--- src/rtl/dfdd_fp16_pkg.sv ---
// Shared fp16 constants, unpacked operand view and pipeline sideband types
// for the depth divider.
package dfdd_fp16_pkg;

  localparam int          FP16_BIAS         = 15;
  localparam logic [14:0] FP16_MAX_MAG      = 15'h7BFF;
  localparam int          DEPTH_DIV_LATENCY = 14;

  typedef struct packed {
    logic        sign;
    logic [4:0]  exp;
    logic [10:0] mant;
    logic        is_zero;
    logic        is_special;
  } fp16_unpacked_t;

  typedef enum logic [1:0] {
    RES_DIV  = 2'd0,
    RES_ZERO = 2'd1,
    RES_SAT  = 2'd2
  } res_kind_e;

  // Everything that rides alongside the mantissa division; exp is the
  // biased, unnormalized result exponent held as a 7-bit two's complement value.
  typedef struct packed {
    logic [15:0] col;
    logic [15:0] row;
    logic        conf;
    logic        sign;
    logic [6:0]  exp;
    res_kind_e   kind;
  } side_t;

  function automatic fp16_unpacked_t fp16_unpack(input logic [15:0] x);
    fp16_unpacked_t u;
    u.sign       = x[15];
    u.exp        = x[14:10];
    u.mant       = {1'b1, x[9:0]};
    u.is_zero    = (x[14:10] == 5'd0);
    u.is_special = (x[14:10] == 5'h1F);
    return u;
  endfunction

endpackage

--- src/rtl/fp16_div_step.sv ---
// One restoring-division step: produces one quotient bit and the shifted
// partial remainder for the next step.
module fp16_div_step #(
  parameter int DIV_W = 11
) (
  input  logic [DIV_W:0]   rem_i,
  input  logic [DIV_W-1:0] div_i,
  output logic [DIV_W:0]   rem_o,
  output logic             q_o
);

  logic [DIV_W:0] rem_keep;

  always_comb begin
    q_o      = (rem_i >= {1'b0, div_i});
    rem_keep = q_o ? (rem_i - {1'b0, div_i}) : rem_i;
    // The kept remainder is always below the divisor, so the shift cannot overflow.
    rem_o    = rem_keep << 1;
  end

endmodule

--- src/rtl/dfdd_depth_divider_fp16.sv ---
// Fully pipelined fp16 divider depth = v / w with confidence gating on |w|;
// one pixel per cycle, 14-cycle fixed latency, col/row tags carried along.
module dfdd_depth_divider_fp16
  import dfdd_fp16_pkg::*;
#(
  parameter logic [15:0] W_MIN        = 16'h0400,
  localparam int         EXP_WIDTH    = 5,
  localparam int         FRAC_WIDTH   = 10,
  localparam int         FP_WIDTH_REG = 16
) (
  input  logic                    clk_i,
  input  logic                    rst_i,
  input  logic [FP_WIDTH_REG-1:0] v_i,
  input  logic [FP_WIDTH_REG-1:0] w_i,
  input  logic [FP_WIDTH_REG-1:0] col_i,
  input  logic [FP_WIDTH_REG-1:0] row_i,
  input  logic                    valid_i,
  output logic [FP_WIDTH_REG-1:0] depth_o,
  output logic                    conf_o,
  output logic [FP_WIDTH_REG-1:0] col_o,
  output logic [FP_WIDTH_REG-1:0] row_o,
  output logic                    valid_o
);

  localparam int N_STEPS = DEPTH_DIV_LATENCY - 2;
  localparam int DIV_W   = FRAC_WIDTH + 1;
  localparam int REM_W   = FRAC_WIDTH + 2;

  fp16_unpacked_t v_u, w_u;
  side_t          side_next;
  logic           conf_next;

  logic [N_STEPS:0] valid_reg;
  side_t            side_reg [0:N_STEPS];
  logic [REM_W-1:0] rem_reg  [0:N_STEPS];
  logic [DIV_W-1:0] div_reg  [0:N_STEPS];
  logic [REM_W-1:0] quo_reg  [0:N_STEPS];
  logic [REM_W-1:0] rem_step [1:N_STEPS];
  logic [N_STEPS:1] q_step;

  always_comb begin
    v_u       = fp16_unpack(v_i);
    w_u       = fp16_unpack(w_i);
    conf_next = (w_i[14:0] >= W_MIN[14:0]) && !w_u.is_special;

    side_next.col  = col_i;
    side_next.row  = row_i;
    side_next.conf = conf_next;
    side_next.sign = v_u.sign ^ w_u.sign;
    side_next.exp  = {2'b00, v_u.exp} - {2'b00, w_u.exp} + 7'(FP16_BIAS);
    side_next.kind = RES_DIV;
    // Unconfident pixels must read as a plain +0, so the sign is dropped too.
    if (!conf_next) begin
      side_next.kind = RES_ZERO;
      side_next.sign = 1'b0;
    end else if (v_u.is_zero) begin
      side_next.kind = RES_ZERO;
    end else if (v_u.is_special || w_u.is_zero) begin
      side_next.kind = RES_SAT;
    end
  end

  genvar gi;
  generate
    for (gi = 1; gi <= N_STEPS; gi++) begin : g_step
      fp16_div_step #(
        .DIV_W (DIV_W)
      ) u_step (
        .rem_i (rem_reg[gi-1]),
        .div_i (div_reg[gi-1]),
        .rem_o (rem_step[gi]),
        .q_o   (q_step[gi])
      );
    end
  endgenerate

  always_ff @(posedge clk_i) begin
    if (rst_i) begin
      valid_reg <= '0;
    end else begin
      valid_reg <= {valid_reg[N_STEPS-1:0], valid_i};
    end
    side_reg[0] <= side_next;
    rem_reg[0]  <= {1'b0, v_u.mant};
    div_reg[0]  <= w_u.mant;
    quo_reg[0]  <= '0;
    for (int i = 1; i <= N_STEPS; i++) begin
      side_reg[i] <= side_reg[i-1];
      rem_reg[i]  <= rem_step[i];
      div_reg[i]  <= div_reg[i-1];
      quo_reg[i]  <= {quo_reg[i-1][REM_W-2:0], q_step[i]};
    end
  end

  side_t                  s_last;
  logic [REM_W-1:0]       q_last;
  logic signed [6:0]      e_adj;
  logic [FRAC_WIDTH-1:0]  frac;
  logic [FP_WIDTH_REG-1:0] depth_next;

  always_comb begin
    s_last     = side_reg[N_STEPS];
    q_last     = quo_reg[N_STEPS];
    // q[11] clear means the quotient is below 1.0: take one more bit, drop exponent.
    e_adj      = q_last[REM_W-1] ? $signed(s_last.exp) : $signed(s_last.exp) - 7'sd1;
    frac       = q_last[REM_W-1] ? q_last[REM_W-2:1] : q_last[REM_W-3:0];
    depth_next = {s_last.sign, 15'h0000};
    case (s_last.kind)
      RES_SAT: depth_next = {s_last.sign, FP16_MAX_MAG};
      RES_DIV: begin
        if (e_adj >= 7'sd31) begin
          depth_next = {s_last.sign, FP16_MAX_MAG};
        end else if (e_adj > 7'sd0) begin
          depth_next = {s_last.sign, e_adj[EXP_WIDTH-1:0], frac};
        end
      end
      default: ;
    endcase
  end

  always_ff @(posedge clk_i) begin
    if (rst_i) begin
      valid_o <= 1'b0;
      depth_o <= '0;
      conf_o  <= 1'b0;
      col_o   <= '0;
      row_o   <= '0;
    end else begin
      valid_o <= valid_reg[N_STEPS];
      if (valid_reg[N_STEPS]) begin
        depth_o <= depth_next;
        conf_o  <= s_last.conf;
        col_o   <= s_last.col;
        row_o   <= s_last.row;
      end
    end
  end

endmodule

--- config.mk ---
export PLATFORM = sky130hd
export DESIGN_NAME = dfdd_depth_divider_fp16
export DESIGN_NICKNAME = d
export VERILOG_FILES = /design/src/rtl/dfdd_fp16_pkg.sv /design/src/rtl/fp16_div_step.sv /design/src/rtl/dfdd_depth_divider_fp16.sv
export SDC_FILE = /design/constraint.sdc
export NUM_CORES = 1
export LEC_CHECK = 0
export CAP_MARGIN = 20
export CORE_MARGIN = 2
export CORE_UTILIZATION = 52
export CTS_CLUSTER_DIAMETER = 120
export DETAILED_ROUTE_END_ITERATION = 8
export DONT_BUFFER_PORTS = 1
export PLACE_DENSITY = 0.72
export SYNTH_ARGS = -nofsm -noshare
export SYNTH_HDL_FRONTEND = slang
export SYNTH_HIERARCHICAL = 1
export SYNTH_SLANG_ARGS = --single-unit
--- constraint.sdc ---
create_clock -name clk_i -period 2.2 [get_ports clk_i]
set_input_delay 0 -clock clk_i [delete_from_list [all_inputs] [get_ports clk_i]]
set_output_delay 0 -clock clk_i [all_outputs]
set_load 0.01 [all_outputs]
==> key figures, run 1 <==
Layout
  • Fin area: 37100 µm²
  • Fill cell count: 3969
  • Storage element area: 19300 µm²
  • Antenna diode count: 0
  • Leading cell type in the layout, fill and taps excluded: dfxtp_1
  • Largest register FFs: 559
  • Area grow syn2layout: 25.1%
  • Share of layout cells above drive strength 1: 0.217
  • Most frequent cells in the layout: dfxtp_1, inv_1, nand2_1, buf_4, dlygate4sd3_1
  • Area occupied by multi-input gates: 10300 µm²
  • Nets: 3046

CTS
  • Clk sinks: 962
  • CTS clk-pin slew, worst paths: 0.06 ns
  • CTS tree: built
  • Root buffer cell: clkbuf_16
  • CTS Buf Count: 89
  • H-tree depth: 3
  • Worst skew pair latency: 0.62 ns
  • CTS max path bufs: 3

Die
  • Die area: 59000 µm²
  • Row cnt: 87
  • Chip height: 243 µm
  • Core Area: 56400 µm²
  • I/O Pins: 117
  • Initial Util: 0.526
  • Die W: 243 µm

STA
  • Pins Over Slew Limit: 0
  • Slew headroom: 0.440
  • Least-Margin Pin Slew: 0.837 ns
  • Final setup vio count: 17
  • RSZ-0062 raised after global routing: yes
  • Worst setup margin: -0.0501 ns
  • Final Cycle Share: 1.02
  • Final hold vios: 0
  • Clock skew: 0.0212 ns
  • Max Clk Rate: 444 MHz
  • Min Tclk post-route: 2.25 ns

Synth
  • Mapped Cells: 2464
  • Synth Cell Area: 29700 µm²
  • Synthesis Warnings: 6
  • Syn_area_per_cell: 12.0 µm²

Hold path
  • Worst min-delay path class: in2reg

Routing
  • Routed Antenna Nets: 0
  • Pre-antenna DRT Iters: 5
  • Wire length per cell: 15.8 µm
  • DR vias/cell: 4.98
  • Drc violations: 0
  • Post-Route WL: 57.7 mm
  • Vias: 18198
  • Iter 0 DRT Violations: 851

Setup path
  • Delay of the slowest cell on the worst path: 0.39 ns
  • CP cell instances: inv_2 -> ha_4 -> fa_2 -> and2b_2 -> o21ai_2 -> a311oi_2 -> buf_4 -> buf_4 -> o2bb2ai_4 -> buf_6 -> nand2_1 -> o31ai_1
  • Crit path kind: reg2reg
  • CP max stage cell: fa_2
  • Crit path DAT: 2.74 ns
  • Cell mode on critical path: buf_4
  • Largest fanout on the critical path: 5
  • CP Capture Type: flip-flop
  • Startpoint Class: flip-flop
  • CP Data Required Time: 2.69 ns

Global routing
  • First-pass GRT wire length: 89.8 mm
  • Vias in the first global route: 18757
  • Total gr overflow: 0
  • Tot GR Track Use: 0.185
  • Pin count of the biggest net entering global routing: 64
  • Initial antenna violation count: 0

Place
  • Area after DPL: 31100 µm²
  • GPL Wtd Cong: 0.901
  • Hpwl dp: 34.0 mm
  • PortBufs: 0

Job
  • Max Cap Viol: 0

Power
  • Pwr per Cell Area: 1500 nW/µm²
  • Combinational cell fraction of total power: 0.320
  • Clock power frac: 0.288
  • Pwr Total: 0.0557 W
  • Switching Power: 0.0173 W
  • Sw Ratio: 0.311
  • Register share of total power: 0.391
  • Internal power: 0.0384 W
  • Maximum VDD drop: 0.746 mV
  • LEAKAGE: 16.3 nW

Run status
  • Status: complete, but fails checks
  • Failing checks: negative setup slack
## critical path: cells and delay by family (launching register included)
family	cells	cell delay, ns
fa+ha+maj	2	0.55
buf+inv	4	0.48
compound gates	4	0.47
flops	1	0.33
simple gates	2	0.31
## worst paths after layout
path	endpoint	cells after the start	startpoint	slack, ns
setup / recovery	rem_reg[0][29]	12	rem_reg[0][12]	-0.05
hold / removal	side_reg[0][7]	5	w_i[13]	0.07
setup reg to reg	rem_reg[0][29]	12	rem_reg[0][12]	-0.05
hold reg to reg	side_reg[6][2]	0	side_reg[5][45]	0.31
## layout make-up
cell class,instances,share of cell area
Multi-Input combinational cell,1273,0.277
Tap cell,756,0.0255
Timing Repair Buffer,298,0.0735
Clock buffer,133,0.0720
Clock inverter,30,0.0126
Sequential cell,962,0.519
Inverter,203,0.0205
## what timing repair did
action	CTS	global route
pin swaps	21	87
buffers inserted	18	34
hold endpoints to repair	126	0
hold buffers	130	0
resized for setup	43	172
endpoints found under the setup margin	127	136
cloned	2	13
## layer usage
layer,vias up,track usage,part of all wire
met4,0,0.0774,0.032
li1,9015,-,-
met2,399,0.351,0.54
met5,-,0,0
met1,8642,0.199,0.39
met3,142,0.0346,0.034
## power by group through the flow
stage                     registers [W]  logic (W)  clock network, W
after CTS                        0.0217     0.0157            0.0163
after detailed placement         0.0221     0.0146                 0
after global routing             0.0220     0.0195            0.0171
final                            0.0218     0.0178            0.0161
after global placement           0.0220     0.0141                 0
after floorplan                  0.0215     0.0116                 0
## per-stage QoR
| stage | hold slack, ns | util | setup TNS [ns] | setup WS, ns | cells |
|---|---|---|---|---|---|
| 6_report | 0.0702 | 0.659 | -0.443 | -0.0501 | 3655 |
| 4_1_cts | 0.0571 | 0.639 | -0.00360 | -0.00297 | 3610 |
| 5_1_grt | 0.0693 | 0.659 | -3.96 | -0.159 | 3655 |
| 2_1_floorplan | 0.0277 | - | 0 | 0.00525 | 2477 |
| 3_5_place_dp | 0.0278 | 0.552 | -10.21 | -0.198 | 3297 |
| 3_3_place_gp | 0.0278 | 0.552 | -3.82 | -0.142 | 3297 |
Power figures use the tool's default switching activity.
==> inputs of run 2 (changes only) <==
--- a/config.mk
+++ b/config.mk
@@ -7,11 +7,12 @@
 export LEC_CHECK = 0
 export CAP_MARGIN = 20
 export CORE_MARGIN = 2
-export CORE_UTILIZATION = 52
+export CORE_UTILIZATION = 55
 export CTS_CLUSTER_DIAMETER = 120
 export DETAILED_ROUTE_END_ITERATION = 8
 export DONT_BUFFER_PORTS = 1
-export PLACE_DENSITY = 0.72
+export PLACE_DENSITY = 0.75
+export SKIP_LAST_GASP = 1
 export SYNTH_ARGS = -nofsm -noshare
 export SYNTH_HDL_FRONTEND = slang
 export SYNTH_HIERARCHICAL = 1
==> key figures, run 2 (synthesized netlist as in run 1, its figures left out) <==
Global routing
  • Vias in the first global route: 18823
  • Initial antenna violation count: 1
  • Total gr overflow: 0
  • Tot GR Track Use: 0.205
  • Pin count of the biggest net entering global routing: 64
  • First-pass GRT wire length: 92.8 mm

STA
  • Least-Margin Pin Slew: 0.938 ns
  • Min Tclk post-route: 2.28 ns
  • Final setup vio count: 17
  • Max Clk Rate: 439 MHz
  • Final Cycle Share: 1.04
  • Slew headroom: 0.372
  • Pins Over Slew Limit: 0
  • Worst setup margin: -0.0780 ns
  • RSZ-0062 raised after global routing: yes
  • Hold WS: 0.0759 ns
  • Final hold vios: 0
  • Clock skew: 0.0205 ns

Power
  • Maximum VDD drop: 0.824 mV
  • Pwr Total: 0.0545 W
  • LEAKAGE: 16.1 nW
  • Pwr per Cell Area: 1490 nW/µm²

Setup path
  • Crit path kind: reg2reg
  • Largest fanout on the critical path: 4
  • Crit path DAT: 2.75 ns
  • CP cell instances: inv_2 -> ha_4 -> fa_2 -> and2b_1 -> buf_4 -> buf_4 -> o31a_1 -> o221ai_4 -> o2111ai_1 -> nand4_1
  • CP Data Required Time: 2.67 ns
  • Cell mode on critical path: buf_4
  • FF-to-FF setup slack: -0.08 ns
  • Delay of the slowest cell on the worst path: 0.34 ns
  • CP Capture Type: flip-flop
  • Startpoint Class: flip-flop
  • CP max stage cell: fa_2

CTS
  • CTS max path bufs: 3
  • Clk sinks: 962
  • CTS tree: built
  • CTS Buf Count: 86
  • Worst skew pair latency: 0.62 ns
  • CTS clk-pin slew, worst paths: 0.07 ns
  • Root buffer cell: clkbuf_16
  • H-tree depth: 3

Die
  • Initial Util: 0.554
  • Chip height: 236 µm
  • Row cnt: 85
  • Die W: 236 µm
  • Core Area: 53600 µm²
  • Die area: 55800 µm²
  • I/O Pins: 117

Layout
  • Most frequent cells in the layout: dfxtp_1, inv_1, nand2_1, buf_4, ha_1
  • Area grow syn2layout: 23.5%
  • Fin area: 36700 µm²
  • Leading cell type in the layout, fill and taps excluded: dfxtp_1
  • Share of layout cells above drive strength 1: 0.207
  • Nets: 3038
  • Largest register FFs: 559

Job
  • Max Cap Viol: 0

Routing
  • Routed Antenna Nets: 0
  • Pre-antenna DRT Iters: 5
  • Iter 0 DRT Violations: 884
  • DR vias/cell: 5.13
  • Wire length per cell: 16.9 µm
  • Vias: 18402
  • Drc violations: 0
  • Post-Route WL: 60.6 mm

Run status
  • Failing checks: negative setup slack
  • Status: complete, but fails checks

Place
  • Area after DPL: 31100 µm²
  • GPL Wtd Cong: 0.901
  • Hpwl dp: 35.0 mm
  • PortBufs: 0

Hold path
  • Worst min-delay path class: in2reg
run 2: cell types whose count changed in the layout (fill, tap and decap cells not counted), moves of 5 or more:
| cell | change |
|---|---|
| clkbuf_1 | -5 |
| and2b_1 | +5 |
| and2b_2 | -5 |
| clkinv_2 | +11 |
| mux2_4 | -7 |
| mux2_1 | +5 |
| buf_6 | -5 |
| clkbuf_8 | -8 |
| clkinvlp_4 | +7 |
run 2: report_power, final:
group	internal [W]	switching, W	leakage (nW)
clock	0.00876	0.00655	1.45
sequential	0.0204	0.00142	8.08
combinational	0.00801	0.00937	6.58
run 2: worst paths after layout:
kind	endpoint	cells after the start	startpoint
worst max register to register	rem_reg[0][35]	10	rem_reg[0][12]
worst min-delay path	valid_reg[0]	2	valid_i
worst max-delay path	rem_reg[0][35]	10	rem_reg[0][12]
worst min register to register	side_reg[2][45]	0	side_reg[2][2]
run 2: critical path, delay by kind of cell, from the launching register on:
family | cells | cell delay, ns
DFF | 1 | 0.33
AOI/OAI and AO/OA | 3 | 0.68
buffers and inverters | 3 | 0.25
adders and majority gates | 2 | 0.49
and+or+nand+nor | 2 | 0.39
run 2: final cells by class:
type,count,area [µm²]
Inverter,203,762
Multi-Input combinational cell,1272,10100
Antenna cell,1,2.50
Sequential cell,962,19300
Tap cell,696,871
Fill cell,3635,16900
Clock buffer,118,2500
Timing Repair Buffer,294,2680
Clock inverter,43,459
run 2: metrics by stage:
stage                     setup TNS (ns)   util  cells  worst slack (ns)
after global routing               -4.44  0.684   3589            -0.198
after CTS                        -0.0374  0.666   3548           -0.0374
after floorplan                        0      -   2477           0.00525
after detailed placement          -10.21  0.580   3239            -0.231
after global placement             -2.76  0.580   3239           -0.0946
final                             -0.574  0.684   3589           -0.0780
run 2: per-layer routing:
| layer | wire length (µm) | up-vias | track usage |
|---|---|---|---|
| met1 | 22700 | 8736 | 0.214 |
| met3 | 2280 | 154 | 0.0344 |
| li1 | - | 9020 | - |
| met4 | 2230 | 0 | 0.0788 |
| met5 | 0 | - | 0 |
| met2 | 33400 | 492 | 0.404 |
run 2: what timing repair did:
action	in CTS	in global routing
hold buffers	127	0
gates cloned	3	11
pin swaps	27	72
gates resized for setup	36	139
hold endpoints to repair	126	0
endpoints found under the setup margin	137	127
buffers inserted	18	30
